### config.mk
export PLATFORM = sky130hd
export DESIGN_NAME = ifetch
export DESIGN_NICKNAME = d
export VERILOG_FILES = /design/src/rtl/ifetch.sv
export SDC_FILE = /design/constraint.sdc
export NUM_CORES = 1
export LEC_CHECK = 0
export CAP_MARGIN = 20
export CORE_ASPECT_RATIO = 1.4
export CORE_MARGIN = 8
export CORE_UTILIZATION = 45
export DETAILED_ROUTE_END_ITERATION = 8
export DONT_BUFFER_PORTS = 1
export HOLD_SLACK_MARGIN = 0.02
export PLACE_DENSITY_LB_ADDON = 0.12
export SYNTH_ARGS = -nofsm -noshare
export SYNTH_HDL_FRONTEND = slang
export SYNTH_SLANG_ARGS = --single-unit
### constraint.sdc
create_clock -name clk -period 8.7 [get_ports clk]
set_input_delay 1.305 -clock clk [delete_from_list [all_inputs] [get_ports clk]]
set_output_delay 1.305 -clock clk [all_outputs]
set_load 0.1 [all_outputs]
### src/rtl/ifetch.sv
// Generic synchronous FIFO with flush, used as the ifetch prefetch buffer.
// Latency: a pushed entry reaches the head one cycle after the push; no bypass.
// Backpressure: the caller never pushes when full or pops when empty; flush beats push/pop.
module ifetch_fifo #(
  parameter int WIDTH = 64,
  parameter int DEPTH = 4
) (
  input  logic                  clk,
  input  logic                  rst,
  input  logic                  flush,
  input  logic                  push,
  input  logic                  pop,
  input  logic [WIDTH-1:0]      wdata,
  output logic [WIDTH-1:0]      rdata,
  output logic [$clog2(DEPTH):0] count
);
  localparam int AW = $clog2(DEPTH);

  logic [WIDTH-1:0] mem [DEPTH];
  logic [AW-1:0]    wptr;
  logic [AW-1:0]    rptr;

  always_ff @(posedge clk) begin
    if (push) begin
      mem[wptr] <= wdata;
    end
  end

  always_ff @(posedge clk) begin
    if (rst || flush) begin
      wptr  <= '0;
      rptr  <= '0;
      count <= '0;
    end else begin
      if (push) begin
        wptr <= wptr + 1'b1;
      end
      if (pop) begin
        rptr <= rptr + 1'b1;
      end
      case ({push, pop})
        2'b10:   count <= count + 1'b1;
        2'b01:   count <= count - 1'b1;
        default: count <= count;
      endcase
    end
  end

  assign rdata = mem[rptr];
endmodule

// Instruction fetch: keeps the fetch PC, issues word reads, buffers {pc, word} for execute.
// Latency: grant in T, rvalid in T+L gives ins_valid in T+L+1; redirect empties the head next cycle.
// Backpressure: requests need a credit (cnt + out < DEPTH); ins_ready low simply holds the head.
module ifetch #(
  parameter int          DEPTH    = 4,
  parameter logic [31:0] RESET_PC = 32'h0000_0000
) (
  input  logic        clk,
  input  logic        rst,
  input  logic        redirect,
  input  logic [31:0] redirect_pc,
  output logic        imem_req,
  output logic [31:0] imem_addr,
  input  logic        imem_gnt,
  input  logic        imem_rvalid,
  input  logic [31:0] imem_rdata,
  output logic        ins_valid,
  output logic [31:0] ins,
  output logic [31:0] ins_pc,
  input  logic        ins_ready
);
  localparam int CW = $clog2(DEPTH) + 1;

  typedef struct packed {
    logic [31:0] pc;
    logic [31:0] word;
  } entry_t;

  logic [31:0] fpc;
  logic [31:0] rpc;
  logic [CW-1:0] out;
  logic [CW-1:0] kill;
  logic [CW-1:0] cnt;
  logic [CW-1:0] out_next;
  logic [CW:0]   used;
  logic [31:0]   target;
  logic          grant;
  logic          rsp;
  logic          push;
  logic          pop;
  entry_t        push_ent;
  entry_t        head;
  logic          unused;

  assign unused = &{1'b0, redirect_pc[1:0]};
  assign target = {redirect_pc[31:2], 2'b00};

  // Every live in-flight request owns a FIFO slot, so a push can never overflow.
  assign used     = {1'b0, cnt} + {1'b0, out};
  assign imem_req = !rst && !redirect && (used < (CW+1)'(DEPTH));
  assign imem_addr = fpc;

  assign grant    = imem_req && imem_gnt;
  assign rsp      = imem_rvalid && (out != '0);
  assign push     = rsp && (kill == '0) && !redirect;
  assign pop      = ins_valid && ins_ready && !redirect;
  assign out_next = out + CW'(grant) - CW'(rsp);

  assign push_ent = '{pc: rpc, word: imem_rdata};

  ifetch_fifo #(
    .WIDTH ($bits(entry_t)),
    .DEPTH (DEPTH)
  ) u_fifo (
    .clk   (clk),
    .rst   (rst),
    .flush (redirect),
    .push  (push),
    .pop   (pop),
    .wdata (push_ent),
    .rdata (head),
    .count (cnt)
  );

  assign ins_valid = !rst && (cnt != '0);
  assign ins       = ins_valid ? head.word : '0;
  assign ins_pc    = ins_valid ? head.pc : '0;

  always_ff @(posedge clk) begin
    if (rst) begin
      fpc  <= RESET_PC;
      rpc  <= RESET_PC;
      out  <= '0;
      kill <= '0;
    end else begin
      out <= out_next;
      if (redirect) begin
        // Everything still in flight after this cycle belongs to the old stream.
        fpc  <= target;
        rpc  <= target;
        kill <= out_next;
      end else begin
        if (grant) begin
          fpc <= fpc + 32'd4;
        end
        if (rsp) begin
          if (kill != '0) begin
            kill <= kill - 1'b1;
          end else begin
            rpc <= rpc + 32'd4;
          end
        end
      end
    end
  end
endmodule

==> results_tabular.tex, run 1 <==
\begin{tabular}{lr}
\hline
Metric & Value \\
\hline
\multicolumn{2}{l}{\textbf{Die}} \\
\quad Placeable core region & 0.0297 sq mm \\
\quad DIE AREA & 0.0357 sq mm \\
\quad \# rows & 75 \\
\quad Die boundary width & 162 um \\
\quad Y dimension of the die & 220 um \\
\quad Number of top-level pins & 168 \\
\quad Effective utilization at floorplan & 45.3\% \\
\multicolumn{2}{l}{\textbf{Cells and area}} \\
\quad Area of combinational cells with multiple inputs & 0.00415 sq mm \\
\quad Sequential cell area & 0.00895 sq mm \\
\quad Most common cell after layout, fill and taps aside & edfxtp\_1 \\
\quad Final core utilization & 50.5\% \\
\quad Antenna diode count & 0 \\
\quad Leading cell types in the layout, fill and taps excluded & 248 x edfxtp\_1, 73 x dfxtp\_1, 65 x and2\_1 \\
\quad Fill cells & 2540 \\
\quad Post-synthesis to final-layout area growth & 11.7\% \\
\quad Share of cells above drive strength 1 & 15.2\% \\
\quad Nets & 954 \\
\multicolumn{2}{l}{\textbf{STA}} \\
\quad Fmax & 0.236 GHz \\
\quad Slew @ Worst Pin & 1.17 ns \\
\quad Fin. Hold Viols & 0 \\
\quad Setup skew after layout & 0.0171 ns \\
\quad Final min period & 4.23 ns \\
\quad RSZ-0062 raised after global routing & false \\
\quad Remaining max-slew budget at the tightest pin & 22.2\% \\
\quad Final slew viol count & 0 \\
\quad Total of endpoints with negative setup slack in the final report & 0 \\
\quad Fin Setup TNS & 0 ns \\
\quad Share of the clock period used by the worst path after layout & 48.6\% \\
\multicolumn{2}{l}{\textbf{Yosys}} \\
\quad Post-synthesis area per instance & 15.5 sq um \\
\quad Number of flops mapped to enable cells by yosys & 248 \\
\quad Cell area after synthesis & 0.0134 sq mm \\
\quad Share of the synthesized area in the top cell type & 55.5\% \\
\quad Top FF cell, synth & edfxtp\_1 \\
\quad Number of distinct library cell variants in the gate-level netlist after synthesis & 46 \\
\quad Synthesis Warnings & 0 \\
\quad Largest cells by area after synthesis & edfxtp\_1 55\%, dfxtp\_1 11\%, mux4\_2 10\% \\
\quad Seq cells post-synth & 323 \\
\quad Sequential element share of the synthesized area & 66.7\% \\
\quad Most area-hungry cell type in the Yosys netlist & edfxtp\_1 \\
\quad Proportion of register bits with asynchronous set or reset after synthesis & 0\% \\
\quad Post-Synthesis Cells & 866 \\
\multicolumn{2}{l}{\textbf{Drt}} \\
\quad Starting DRC count in detailed routing & 307 \\
\quad Routed via count divided by cell count & 5.64 \\
\quad Routed WL & 27700 um \\
\quad Number of nets still failing antenna checks after routing & 0 \\
\quad Number of vias in the routed layout & 7211 \\
\quad DRC Markers & 0 \\
\quad Detail-routed net length per standard cell & 21.7 um \\
\quad Pre-antenna DRT Iters & 4 \\
\multicolumn{2}{l}{\textbf{Worst setup path}} \\
\quad Peak per-stage delay on the critical path & 0.89 ns \\
\quad Critical path startpoint category & primary input \\
\quad Worst-case register-to-register setup slack & 5.14 ns \\
\quad Capturing element type of the critical path & primary output \\
\quad Cell with the largest stage delay on the worst path & and2\_1 \\
\quad Critical path cell sequence & nor2\_4 > buf\_4 > and2\_1 \\
\quad Critical path peak fanout & 63 \\
\quad Crit path DAT & 2.92 ns \\
\quad WS Path Type & in -> out \\
\quad Required time at the worst-slack endpoint & 7.39 ns \\
\multicolumn{2}{l}{\textbf{Placement}} \\
\quad Final RePlAce weighted congestion & 0.813 \\
\quad HPWL Detailed & 17700 um \\
\quad \# port buffers & 0 \\
\multicolumn{2}{l}{\textbf{Hold path}} \\
\quad Hold Path Class & reg -> reg \\
\multicolumn{2}{l}{\textbf{Clock tree}} \\
\quad Setup bufs post-CTS & 0 \\
\quad Clock tree from TritonCTS & yes \\
\quad Number of buffers inserted for hold repair after clock tree synthesis & 0 \\
\quad Post-CTS resize count & 0 \\
\quad Sinks on the clock net & 323 \\
\quad H-Tree Depth & 1 \\
\quad Clock network latency to the later pin of the worst-skew pair & 0.56 ns \\
\quad Number of buffers created by CTS & 30 \\
\quad CTS Root Buffer Type & clkbuf\_16 \\
\quad Clock transition at the register clock pins on the worst setup and hold paths after CTS & 0.06 ns \\
\quad Deepest clock path buffer count & 3 \\
\multicolumn{2}{l}{\textbf{Pwr}} \\
\quad Total leakage power & 0.00485 uW \\
\quad Areal power density over the cells & 245 mW/mm\^{}2 \\
\quad Max rail drop VDD & 165 uV \\
\multicolumn{2}{l}{\textbf{Global route}} \\
\quad Number of global-route vias before repair & 7890 \\
\quad Overall fraction of global-route tracks in use & 15.4\% \\
\quad Global route total overflow & 0 \\
\quad Largest net degree at the start of global routing & 64 \\
\quad Wire length of the first global-routing pass & 42900 um \\
\quad Initial antenna violation count & 0 \\
\multicolumn{2}{l}{\textbf{Run status}} \\
\quad Result of the run & complete, no violations \\
\multicolumn{2}{l}{\textbf{Run}} \\
\quad Count of max-cap constraint violations & 0 \\
\hline
\end{tabular}
==> cell type report <==
class	instances	area share, %
inverters	43	1.08
well taps	385	3.21
repair buffers	10	0.768
clock inverters	16	1.88
multi-input cells	461	27.7
flip-flops and latches	323	59.7
clock buffers	40	5.60
==> cell families after synthesis <==
family	Yosys count	synth area share [%]
compound gates	106	5.29
buf+inv	85	2.57
mux	63	10.5
flops	323	66.7
xor+xnor	61	3.98
other cells	1	0.0279
simple gates	212	9.45
fa+ha+maj	15	1.51
==> state kept, by name (all words and copies together) (netlist names), named ones only <==
name          count
u_fifo.mem      248
imem_addr        30
rpc              30
kill              3
out               3
u_fifo.count      3
u_fifo.rptr       2
u_fifo.wptr       2
==> report_power, final <==
part           internal [uW]  switching (uW)  total [uW]  leakage [uW]
registers               1750             128        1880       0.00288
logic                    112             217         329       0.00143
clock network            912             545        1460      0.000540
==> final timing paths <==
check,from,endpoint,cells past startpoint
hold reg to reg,u_fifo.rptr[1],flip-flop,2
setup reg to reg,out[2],kill[2],12
setup / recovery,rst,ins_pc[20],3
hold / removal,u_fifo.rptr[1],flip-flop,2
==> synth_stat cells (all sizes together), types with 8 or more instances <==
cell type,count
nor2,14
clkbuf,28
mux4,62
nand2,29
a21boi,49
and3,8
dfxtp,75
buf,14
nand3,18
nor4,9
nand4,33
nor3,14
and2,69
o31a,8
xnor2,13
inv,43
a21oi,37
xor2,48
ha,13
edfxtp,248
==> layer usage <==
metal  global-route usage (%)  up-vias  routed length [um]  part of all wire, %
li1                         -     3270                   -                    -
met1                     17.2     3672               10800                   39
met2                     27.6      216               14100                   51
met3                     4.06       53                1890                  6.8
met4                     6.22        0                 884                  3.2
met5                        0        -                   0                    0
==> critical path, delay by kind of cell <==
kind                   cells  cell delay (ns)
AND/OR/NAND/NOR            2             0.97
buffers and inverters      1             0.52
==> per-stage QoR <==
step / hold WS [ns] / worst slack, ns / cell area (sq um) / instances / total power [uW]
2_1_floorplan: 0.458 / 3.24 / 13400 / 869 / 2160
3_3_place_gp: 0.501 / 4.43 / 13800 / 1221 / 2230
3_5_place_dp: 0.523 / 4.38 / 13800 / 1221 / 2250
4_1_cts: 0.542 / 4.05 / 15000 / 1277 / 3710
5_1_grt: 0.561 / 4.36 / 15000 / 1278 / 3800
6_report: 0.535 / 4.47 / 15000 / 1278 / 3670
(Power assumes the default switching activity.)
==> run 2: changes to the inputs <==
- clock period: 8.7 -> 3.56 ns (I/O delays scaled with it)
==> results_tabular.tex, run 2 (synthesis gave the netlist of run 1 again) <==
\begin{tabular}{lr}
\hline
Metric & Value \\
\hline
\multicolumn{2}{l}{\textbf{Clock tree}} \\
\quad Clock tree from TritonCTS & yes \\
\quad Clock network latency to the later pin of the worst-skew pair & 0.55 ns \\
\quad CTS Root Buffer Type & clkbuf\_16 \\
\quad Clock transition at the register clock pins on the worst setup and hold paths after CTS & 0.06 ns \\
\quad Setup bufs post-CTS & 0 \\
\quad Deepest clock path buffer count & 3 \\
\quad H-Tree Depth & 1 \\
\quad Sinks on the clock net & 323 \\
\quad Number of buffers created by CTS & 31 \\
\multicolumn{2}{l}{\textbf{Hold path}} \\
\quad Hold Path Class & in -> reg \\
\multicolumn{2}{l}{\textbf{Pwr}} \\
\quad Max rail drop VDD & 352 uV \\
\quad Areal power density over the cells & 550 mW/mm\^{}2 \\
\quad Total chip power & 8580 uW \\
\quad Total leakage power & 0.00530 uW \\
\multicolumn{2}{l}{\textbf{Global route}} \\
\quad Global route total overflow & 0 \\
\quad Initial antenna violation count & 0 \\
\quad Number of global-route vias before repair & 8181 \\
\quad Largest net degree at the start of global routing & 64 \\
\quad Overall fraction of global-route tracks in use & 16.1\% \\
\quad Wire length of the first global-routing pass & 45000 um \\
\multicolumn{2}{l}{\textbf{Cells and area}} \\
\quad Nets & 1053 \\
\quad Most common cell after layout, fill and taps aside & edfxtp\_1 \\
\quad Largest register FFs & 248 \\
\quad Top reg by flops & u\_fifo.mem \\
\quad Leading cell types in the layout, fill and taps excluded & 248 x edfxtp\_1, 102 x buf\_4, 73 x dfxtp\_1 \\
\quad Final core utilization & 52.6\% \\
\quad Post-synthesis to final-layout area growth & 16.2\% \\
\quad Antenna diode count & 0 \\
\quad Share of cells above drive strength 1 & 23.0\% \\
\multicolumn{2}{l}{\textbf{STA}} \\
\quad Slew @ Worst Pin & 1.01 ns \\
\quad Fin Setup TNS & 0 ns \\
\quad Final hold slack & 0.0655 ns \\
\quad Fin. Hold Viols & 0 \\
\quad Fmax & 0.324 GHz \\
\quad Share of the clock period used by the worst path after layout & 86.7\% \\
\quad Setup skew after layout & 0.0137 ns \\
\quad Final slew viol count & 0 \\
\quad Final min period & 3.09 ns \\
\quad Total of endpoints with negative setup slack in the final report & 0 \\
\quad Remaining max-slew budget at the tightest pin & 32.6\% \\
\quad RSZ-0062 raised after global routing & false \\
\multicolumn{2}{l}{\textbf{Drt}} \\
\quad Pre-antenna DRT Iters & 5 \\
\quad Number of vias in the routed layout & 7431 \\
\quad Routed via count divided by cell count & 5.40 \\
\quad Number of nets still failing antenna checks after routing & 0 \\
\quad DRC Markers & 0 \\
\quad Routed WL & 28600 um \\
\quad Starting DRC count in detailed routing & 430 \\
\quad Detail-routed net length per standard cell & 20.7 um \\
\multicolumn{2}{l}{\textbf{Worst setup path}} \\
\quad Peak per-stage delay on the critical path & 0.70 ns \\
\quad WS Path Type & reg -> out \\
\quad Cell with the largest stage delay on the worst path & dfxtp\_4 \\
\quad Required time at the worst-slack endpoint & 3.03 ns \\
\quad Critical path startpoint category & flip-flop \\
\quad Crit path DAT & 2.55 ns \\
\quad Library cell appearing most often on the critical path & buf\_4 \\
\quad Capturing element type of the critical path & primary output \\
\quad Critical path peak fanout & 26 \\
\quad Critical path cell sequence & buf\_4 > mux4\_2 > and2\_1 > buf\_4 \\
\multicolumn{2}{l}{\textbf{Die}} \\
\quad Number of top-level pins & 168 \\
\quad \# rows & 75 \\
\quad Die boundary width & 162 um \\
\quad Placeable core region & 0.0297 sq mm \\
\quad Y dimension of the die & 220 um \\
\quad Effective utilization at floorplan & 45.3\% \\
\quad DIE AREA & 0.0357 sq mm \\
\multicolumn{2}{l}{\textbf{Placement}} \\
\quad Final RePlAce weighted congestion & 0.824 \\
\quad HPWL Detailed & 18700 um \\
\quad \# port buffers & 0 \\
\multicolumn{2}{l}{\textbf{Run}} \\
\quad Count of max-cap constraint violations & 0 \\
\multicolumn{2}{l}{\textbf{Run status}} \\
\quad Result of the run & complete, no violations \\
\hline
\end{tabular}
run 2: cell types whose count changed in the layout (fill, tap and decap cells not counted), sizes merged:
cell	previous run	this run
clkbuf	40	43
buf	10	107
dlygate4sd3	0	1
clkinv	6	10
bufinv	8	2
run 2: metrics by stage:
| stage | instances | setup slack (ns) | instance area [sq um] |
|---|---|---|---|
| 2_1_floorplan | 869 | 0.172 | 13400 |
| 3_3_place_gp | 1319 | 0.747 | 14600 |
| 3_5_place_dp | 1319 | 0.690 | 14600 |
| 4_1_cts | 1377 | 0.341 | 15600 |
| 5_1_grt | 1377 | 0.304 | 15600 |
| 6_report | 1377 | 0.474 | 15600 |
run 2: area by class of cell:
class,instances,area [sq um]
clock buffer,43,851
clock inverter,14,115
fill,2518,14100
inverter,43,161
multi-input combinational,461,4160
sequential,323,8950
tap,385,482
timing repair buffer,108,876
run 2: repair_timing:
action                    CTS  global route
hold buffers                1             0
hold endpoints to repair    4             0
resized for setup           0             0
run 2: critical path, delay by kind of cell, from the launching register on:
family / cells / cell delay [ns]
buffers and inverters: 2 / 0.55
flip-flops: 1 / 0.70
multiplexers: 1 / 0.55
AND/OR/NAND/NOR: 1 / 0.17
run 2: final timing paths:
| path | from | end | slack (ns) | cells past startpoint |
|---|---|---|---|---|
| setup / recovery | flip-flop | ins_pc[20] | 0.47 | 4 |
| hold / removal | rst | out[2] | 0.07 | 1 |
| setup reg to reg | out[2] | kill[2] | 0.69 | 12 |
| hold reg to reg | u_fifo.count[2] | u_fifo.count[2] | 0.53 | 2 |
run 2: per-layer routing:
| metal | vias up | global-route usage, % | wire [um] |
|---|---|---|---|
| li1 | 3469 | - | - |
| met1 | 3706 | 17.7 | 10900 |
| met2 | 216 | 29.6 | 15000 |
| met3 | 40 | 4.26 | 1990 |
| met4 | 0 | 5.41 | 680 |
| met5 | - | 0 | 0 |
run 2: power breakdown:
part | switching [uW] | internal (uW) | leakage [uW] | total, uW
sequential | 118 | 4280 | 0.00288 | 4400
combinational | 726 | 331 | 0.00195 | 1060
clock | 1320 | 1800 | 0.000468 | 3120
total | 2170 | 6410 | 0.00530 | 8580
==> run 3: changes to the inputs <==
- CAP_MARGIN: 20 -> 10
- CTS_CLUSTER_SIZE: unset -> 28
==> results of run 3 <==
Same layout as run 2: the final DEF is identical, and so are final timing and power.
